### src/rtl/dmem_arbiter.sv
// Two-master data-memory arbiter: round-robin between pipeline and debug loader,
// with a bounded debug lock and one-cycle registered load/error responses.
module dmem_arbiter #(
   parameter int ADDR_W   = 5,
   parameter int LOCK_MAX = 16
) (
   input  logic              clk,
   input  logic              rst_n,
   input  logic              cpu_req,
   input  logic              cpu_we,
   input  logic [2:0]        cpu_len,
   input  logic [ADDR_W-1:0] cpu_addr,
   input  logic [31:0]       cpu_wdata,
   input  logic              dbg_req,
   input  logic              dbg_we,
   input  logic [2:0]        dbg_len,
   input  logic [ADDR_W-1:0] dbg_addr,
   input  logic [31:0]       dbg_wdata,
   input  logic              dbg_lock,
   output logic              cpu_gnt,
   output logic              dbg_gnt,
   output logic              cpu_rvalid,
   output logic              dbg_rvalid,
   output logic              cpu_err,
   output logic              dbg_err,
   output logic [31:0]       rdata,
   output logic              mem_ce,
   output logic              mem_read,
   output logic              mem_write,
   output logic [2:0]        mem_len,
   output logic [ADDR_W-1:0] mem_addr,
   output logic [31:0]       mem_in,
   input  logic [31:0]       mem_out
);

   localparam int CNT_W = $clog2(LOCK_MAX + 1);

   typedef enum logic {ARB, LOCK} state_e;

   state_e           state_q, state_d;
   logic [CNT_W-1:0] cnt_q, cnt_d;
   logic             prio_dbg_q, prio_dbg_d;
   logic             blk_q, blk_d;
   logic             cpu_rv_q, cpu_rv_d, dbg_rv_q, dbg_rv_d;
   logic             cpu_err_q, cpu_err_d, dbg_err_q, dbg_err_d;
   logic             cpu_legal, dbg_legal;

   assign cpu_legal = (cpu_len <= 3'd4);
   assign dbg_legal = (dbg_len <= 3'd4);

   // Grants are forced low during reset so the bus is quiet without a clock.
   always_comb begin
      cpu_gnt = 1'b0;
      dbg_gnt = 1'b0;
      if (rst_n) begin
         if (state_q == LOCK) begin
            dbg_gnt = dbg_req;
         end else if (cpu_req && dbg_req) begin
            cpu_gnt = ~prio_dbg_q;
            dbg_gnt = prio_dbg_q;
         end else begin
            cpu_gnt = cpu_req;
            dbg_gnt = dbg_req;
         end
      end
   end

   always_comb begin
      state_d    = state_q;
      cnt_d      = cnt_q;
      prio_dbg_d = prio_dbg_q;
      blk_d      = blk_q;
      if (cpu_gnt) prio_dbg_d = 1'b1;
      if (dbg_gnt) prio_dbg_d = 1'b0;
      case (state_q)
         ARB: begin
            blk_d = blk_q & cpu_req & ~cpu_gnt;
            if (dbg_gnt && dbg_lock && (!blk_q || !cpu_req)) begin
               state_d = LOCK;
               cnt_d   = '0;
            end
         end
         LOCK: begin
            // Lock timeout hands the next tie to cpu and blocks immediate re-lock.
            if (cnt_q == CNT_W'(LOCK_MAX - 1)) begin
               state_d    = ARB;
               cnt_d      = '0;
               prio_dbg_d = 1'b0;
               blk_d      = 1'b1;
            end else if (!dbg_lock) begin
               state_d = ARB;
               cnt_d   = '0;
            end else begin
               cnt_d = cnt_q + 1'b1;
            end
         end
         default: state_d = ARB;
      endcase
   end

   always_comb begin
      mem_ce    = 1'b0;
      mem_read  = 1'b0;
      mem_write = 1'b0;
      mem_len   = '0;
      mem_addr  = '0;
      mem_in    = '0;
      if (cpu_gnt && cpu_legal) begin
         mem_ce    = 1'b1;
         mem_read  = ~cpu_we;
         mem_write = cpu_we;
         mem_len   = cpu_len;
         mem_addr  = cpu_addr;
         mem_in    = cpu_wdata;
      end else if (dbg_gnt && dbg_legal) begin
         mem_ce    = 1'b1;
         mem_read  = ~dbg_we;
         mem_write = dbg_we;
         mem_len   = dbg_len;
         mem_addr  = dbg_addr;
         mem_in    = dbg_wdata;
      end
   end

   assign cpu_rv_d  = cpu_gnt & cpu_legal & ~cpu_we;
   assign dbg_rv_d  = dbg_gnt & dbg_legal & ~dbg_we;
   assign cpu_err_d = cpu_gnt & ~cpu_legal;
   assign dbg_err_d = dbg_gnt & ~dbg_legal;

   always_ff @(posedge clk or negedge rst_n) begin
      if (!rst_n) begin
         state_q    <= ARB;
         cnt_q      <= '0;
         prio_dbg_q <= 1'b0;
         blk_q      <= 1'b0;
         cpu_rv_q   <= 1'b0;
         dbg_rv_q   <= 1'b0;
         cpu_err_q  <= 1'b0;
         dbg_err_q  <= 1'b0;
      end else begin
         state_q    <= state_d;
         cnt_q      <= cnt_d;
         prio_dbg_q <= prio_dbg_d;
         blk_q      <= blk_d;
         cpu_rv_q   <= cpu_rv_d;
         dbg_rv_q   <= dbg_rv_d;
         cpu_err_q  <= cpu_err_d;
         dbg_err_q  <= dbg_err_d;
      end
   end

   assign cpu_rvalid = cpu_rv_q;
   assign dbg_rvalid = dbg_rv_q;
   assign cpu_err    = cpu_err_q;
   assign dbg_err    = dbg_err_q;
   assign rdata      = (cpu_rv_q | dbg_rv_q) ? mem_out : 32'd0;

endmodule

### config.mk
export PLATFORM = sky130hd
export DESIGN_NAME = dmem_arbiter
export DESIGN_NICKNAME = d
export VERILOG_FILES = /design/src/rtl/dmem_arbiter.sv
export SDC_FILE = /design/constraint.sdc
export NUM_CORES = 1
export LEC_CHECK = 0
export BUFFER_PORTS_ARGS = -buffer_cell sky130_fd_sc_hd__buf_2
export CAP_MARGIN = 20
export CORE_AREA = 2 2 78 80
export DETAILED_ROUTE_END_ITERATION = 16
export DIE_AREA = 0 0 80 82
export PLACE_DENSITY = 0.66
export SLEW_MARGIN = 20
export SYNTH_ARGS = -nofsm -noshare
export SYNTH_HDL_FRONTEND = slang
export SYNTH_SLANG_ARGS = --single-unit
export TNS_END_PERCENT = 10
### constraint.sdc
create_clock -name clk -period 1.95 [get_ports clk]
set_input_delay 0 -clock clk [delete_from_list [all_inputs] [get_ports clk]]
set_output_delay 0 -clock clk [all_outputs]
set_load 0.05 [all_outputs]
### After elaboration in Yosys (flattened, before gate mapping)

Index checks and enable logic that the tools add are counted.

* add/subtract/negate cells: 1
* $lt $le $gt $ge: 2
* equality and inequality tests: 3
* mux-type cells: 33
* bitwise operators: 16
* reduce and logical (&&, ||, !) cells: 8

Operators by type and width (count)
* two-way mux 32 bit: 3
* two-way mux 5 bit: 5
* two-way mux 1 bit: 20
* case mux 5 bit (2 select lines): 1
* AND 1 bit: 8
* inverter 1 bit: 7
* <= comparator 3 bit (second input constant): 2
* two-way mux 3 bit: 2
* adder 5 x 1 -> 5 bit (second input constant): 1
* equality test 5 x 4 -> 1 bit (second input constant): 1
* logical AND 1 bit: 5
* case mux 1 bit (2 select lines): 2
* logical NOT 1 bit: 2
* inequality test 2 x 1 -> 1 bit (second input constant): 1
* inequality test 2 bit (second input constant): 1
* logical OR 1 bit: 1
* bitwise OR 1 bit: 1

* flip-flop bits (word level): 12
* bits of input ports: 119
* output and inout bits: 81
* word-level logic and storage cells: 71

### Depth between registers and ports, before layout

* depth after elaboration: 8
* mapped depth: 6
* gate-level depth less buffers: 6

### Worst setup path before layout

Ideal clock, no wire load.

* path type: register to output
* start point: register dbg_rv_q, in the netlist dbg_rvalid
* end point: output rdata[10]
* data arrival time: 1.713 ns
* slack: 0.237 ns
* stages on the path, launching flop included: 4
* path through: dfrtp_1 > nor2_1 > clkbuf_1 > nor2b_1

* longest elaborated chain between the ends: 2

Ends and longest elaborated chain
* from (decl): RTL line 44 `logic cpu_rv_q, cpu_rv_d, dbg_rv_q, dbg_rv_d;`
* from (signal assigned): RTL line 146 `dbg_rv_q <= dbg_rv_d;`
* bitwise OR 1 bit: RTL line 156 `assign rdata = (cpu_rv_q | dbg_rv_q) ? mem_out : 32'd0;`
* two-way mux 32 bit: RTL line 156
* to (decl): RTL line 26 `output logic [31:0] rdata,`

No other way between the ends.

### Worst setup path in the final report

* start point: register prio_dbg_q
* end point: output mem_addr[3]

* longest elaborated chain between the ends: 6

Ends and longest elaborated chain
* from (decl): RTL line 42 `logic prio_dbg_q, prio_dbg_d;`
* from (signal assigned): RTL line 143 `prio_dbg_q <= prio_dbg_d;`
* two-way mux 1 bit / inverter 1 bit (equally long branches): RTL line 58, 59
* two-way mux 1 bit, on equally long branches: RTL line 56, 58
* two-way mux 1 bit, on equally long branches: RTL line 55, 56
* logical AND 1 bit / two-way mux 1 bit (equally long branches): RTL line 115, 55
* two-way mux 5 bit / logical AND 1 bit (equally long branches): RTL line 115, 108
* two-way mux 5 bit (*): RTL line 108 `if (cpu_gnt && cpu_legal) begin`
* to (decl): RTL line 31 `output logic [ADDR_W-1:0] mem_addr,`

Mark *: on every way between the ends. The rest lies on a longest branch, timed or not.

==> results.tsv <==
stage	metric	value	unit
power	Int Power	690	µW
grt	initial antenna violation count	0	
clock_network	clk sinks	12	
power	Power Dens Cells	568	nW/µm²
clock_network	Num CTS Buffers	3	
synthesis	syn_nets	276	
floorplan	Die H	82	µm
floorplan	initial core utilization	22.3	%
clock_network	clk_lat worst skew	240	ps
clock_network	Longest Clk Path Bufs	2	
worst_setup_path	Crit. End Element	output pin	
clock_network	Setup Fix Bufs, Post-CTS	0	
floorplan	Die X	80	µm
power	Net Sw Power	694	µW
routing	Pre-Repair DR Iteration Count	4	
cells_and_area	layout cells sized above 1	59.6	%
synthesis	Primary FF master, synth	dfrtp_1	
worst_setup_path	startpoint type of the worst setup path	flip-flop	
run_status	status	completed	
power	Clock power frac	16.0	%
power	switching share of power	50.1	%
grt	vias in the first global route	1612	
synthesis	cell count after synthesis	155	
sta	RSZ-0062 raised after global routing	no	
synthesis	Synth warnings	0	
placement	DP HPWL	5200	µm
synthesis	ranking of synthesized cells by area	a22o_1, dfrtp_1, nor2b_1, buf_6, ha_1	
routing	drc violations	0	
power	Flop pwr share	22.1	%
routing	DR iter-0 viols	57	
hold_path	worst hold path type	primary input to flip-flop	
floorplan	Core ar.	5750	µm²
clock_network	clock-pin slew on the worst setup and hold paths	50	ps
routing	Post-DRT Antenna Nets	0	
power	worst vdd ir	0.262	mV
synthesis	synthesized flop and latch total	12	
placement	Final Wtd Congestion	0.814	
grt	largest net degree at the start of global routing	39	
power	Leak	1.46	nW
grt	total track usage	15.8	%
sta	total negative slack	0	ps
power	combinational group share of total power	61.9	%
synthesis	Syn Std Cell Area	1280	µm²
synthesis	most frequent cells after synthesis	a22o_1, nor2b_1, dfrtp_1	
sta	post-route minimum period	1850	ps
floorplan	Ports	200	
placement	number of port buffers	199	
routing	DRT Wirelength	6480	µm
sta	final setup fails	0	
sta	Least-Margin Pin Slew	448	ps
clock_network	CTS tree	built	
worst_setup_path	critical path required time	1950	ps
sta	fmax	0.540	GHz
clock_network	CTS Root Cell	clkbuf_8	
sta	Slew HR	69.9	%
synthesis	number of synthesized flops with an enable pin	0	
grt	grt total ovfl	0	
power	total power after layout	1.38	mW
sta	skew final	2.27	ps
worst_setup_path	CP Max Fanout	19	
worst_setup_path	Critical Path AT	1850	ps
sta	pins over their slew limit	0	
floorplan	die area	6560	µm²
routing	via/cell ratio	4.56	
cells_and_area	final-stage net count	477	
floorplan	number of core rows	28	
synthesis	Cell variety after synth	31	
synthesis	Avg Inst Size Synth	8.27	µm²
synthesis	ys async rst share	100	%
clock_network	CTS H-tree depth	1	
sta	fin crit share	95.0	%
cells_and_area	Area Growth Syn to Fin	90.1	%
cells_and_area	n_diodes	0	
routing	vias	1957	
job	max cap viols	0	
sta	final hold vios	0	
worst_setup_path	crit path kind	flip-flop to output pin	
synthesis	cell taking the most area after synthesis	a22o_1	
grt	first-pass GRT wire length	7980	µm
synthesis	share of Yosys cell area claimed by the top area cell type	27.3	%
synthesis	Seq/Total Area, Yosys	23.4	%
synthesis	top-count cell post-synth	a22o_1	
routing	wire per inst	15.1	µm
-- metal layers --
metal / GRT usage (%) / share of wire (%) / wire (µm) / up-vias
met3: 5.38 / 11 / 734 / 4
met1: 18.9 / 39 / 2530 / 869
met5: 0 / 0 / 0 / -
li1: - / - / - / 980
met2: 27.3 / 49 / 3160 / 104
met4: 3.56 / 0.79 / 51 / 0
-- layout make-up --
| class | instances | area [µm²] |
|---|---|---|
| Multi-Input combinational cell | 128 | 910 |
| Clock buffer | 3 | 41.3 |
| Inverter | 4 | 15.0 |
| Tap cell | 75 | 93.8 |
| Sequential cell | 12 | 300 |
| Fill cell | 610 | 3310 |
| Timing Repair Buffer | 207 | 1080 |
-- path summary, 6_finish.rpt --
| check | slack [ps] | cells past startpoint | endpoint | start |
|---|---|---|---|---|
| max | 100 | 4 | mem_addr[3] | prio_dbg_q$_DFF_PN0_ |
| min | 10 | 2 | state_q$_DFF_PN0_ | dbg_lock |
| max reg2reg | 350 | 6 | cnt_q[2]$_DFFE_PN0P_ | cnt_q[0]$_DFFE_PN0P_ |
| min reg2reg | 550 | 1 | prio_dbg_q$_DFF_PN0_ | state_q$_DFF_PN0_ |
| max in group asynchronous | 1500 | 3 | cnt_q[3]$_DFFE_PN0P_ | rst_n |
| min in group asynchronous | 90 | 2 | prio_dbg_q$_DFF_PN0_ | rst_n |
-- power by group through the flow --
stage / logic, mW / registers [mW] / clock network, mW
3_5_place_dp: 0.842 / 0.308 / 0
2_1_floorplan: 0.571 / 0.314 / 0
4_1_cts: 0.850 / 0.303 / 0.229
5_1_grt: 0.910 / 0.308 / 0.241
6_report: 0.857 / 0.305 / 0.222
3_3_place_gp: 0.839 / 0.305 / 0
-- repair_timing --
action	in CTS	in global routing
setup endpoints to repair	0	38
endpoints found under the hold margin	14	0
hold buffers	3	0
gates resized for setup	0	2
-- flip-flops by register name, indices dropped and copies added (netlist names) --
signal	count
cnt_q	5
cpu_err	1
dbg_err	1
prio_dbg_q	1
state_q	1
cpu_rvalid	1
dbg_rvalid	1
blk_q	1
-- stage by stage --
step	instances	util [%]	setup WS (ps)	instance area (µm²)	hold slack [ps]
after floorplan	155	-	237	1280	-296
after global placement	422	40.9	324	2350	-191
after detailed placement	422	40.9	304	2350	-191
after CTS	428	42.2	38.2	2420	9.87
after global routing	429	42.4	31.8	2440	8.65
final	429	42.4	97.2	2440	14.2
-- critical path, cell delays in order (launching register included) --
cell     delay, ps
dfrtp_1        440
or3b_4         430
and3_4         270
a22o_1         260
buf_2          210
-- cells in the final DEF, fill, tap and decap left out, types with 3 or more instances in the layout --
| master | n |
|---|---|
| dfrtp_1 | 12 |
| buf_4 | 4 |
| nand2_1 | 6 |
| nor2b_1 | 34 |
| nand2b_1 | 4 |
| nor2_1 | 4 |
| inv_1 | 4 |
| clkbuf_8 | 3 |
| a21oi_1 | 4 |
| a22o_1 | 40 |
| o21ai_1 | 3 |
| nand3_1 | 5 |
| dlygate4sd3_1 | 3 |
| buf_2 | 199 |
-- cells by family (layout without fill, tap and decap cells) --
family	count (synthesis)	count (layout)	synth area share (%)
fa+ha+maj	2	2	1.95
simple gates	68	69	31.8
xor+xnor	2	2	1.37
flops	12	12	23.4
buf+inv	16	214	6.84
compound gates	55	55	34.6
Power figures use the tool's default switching activity.
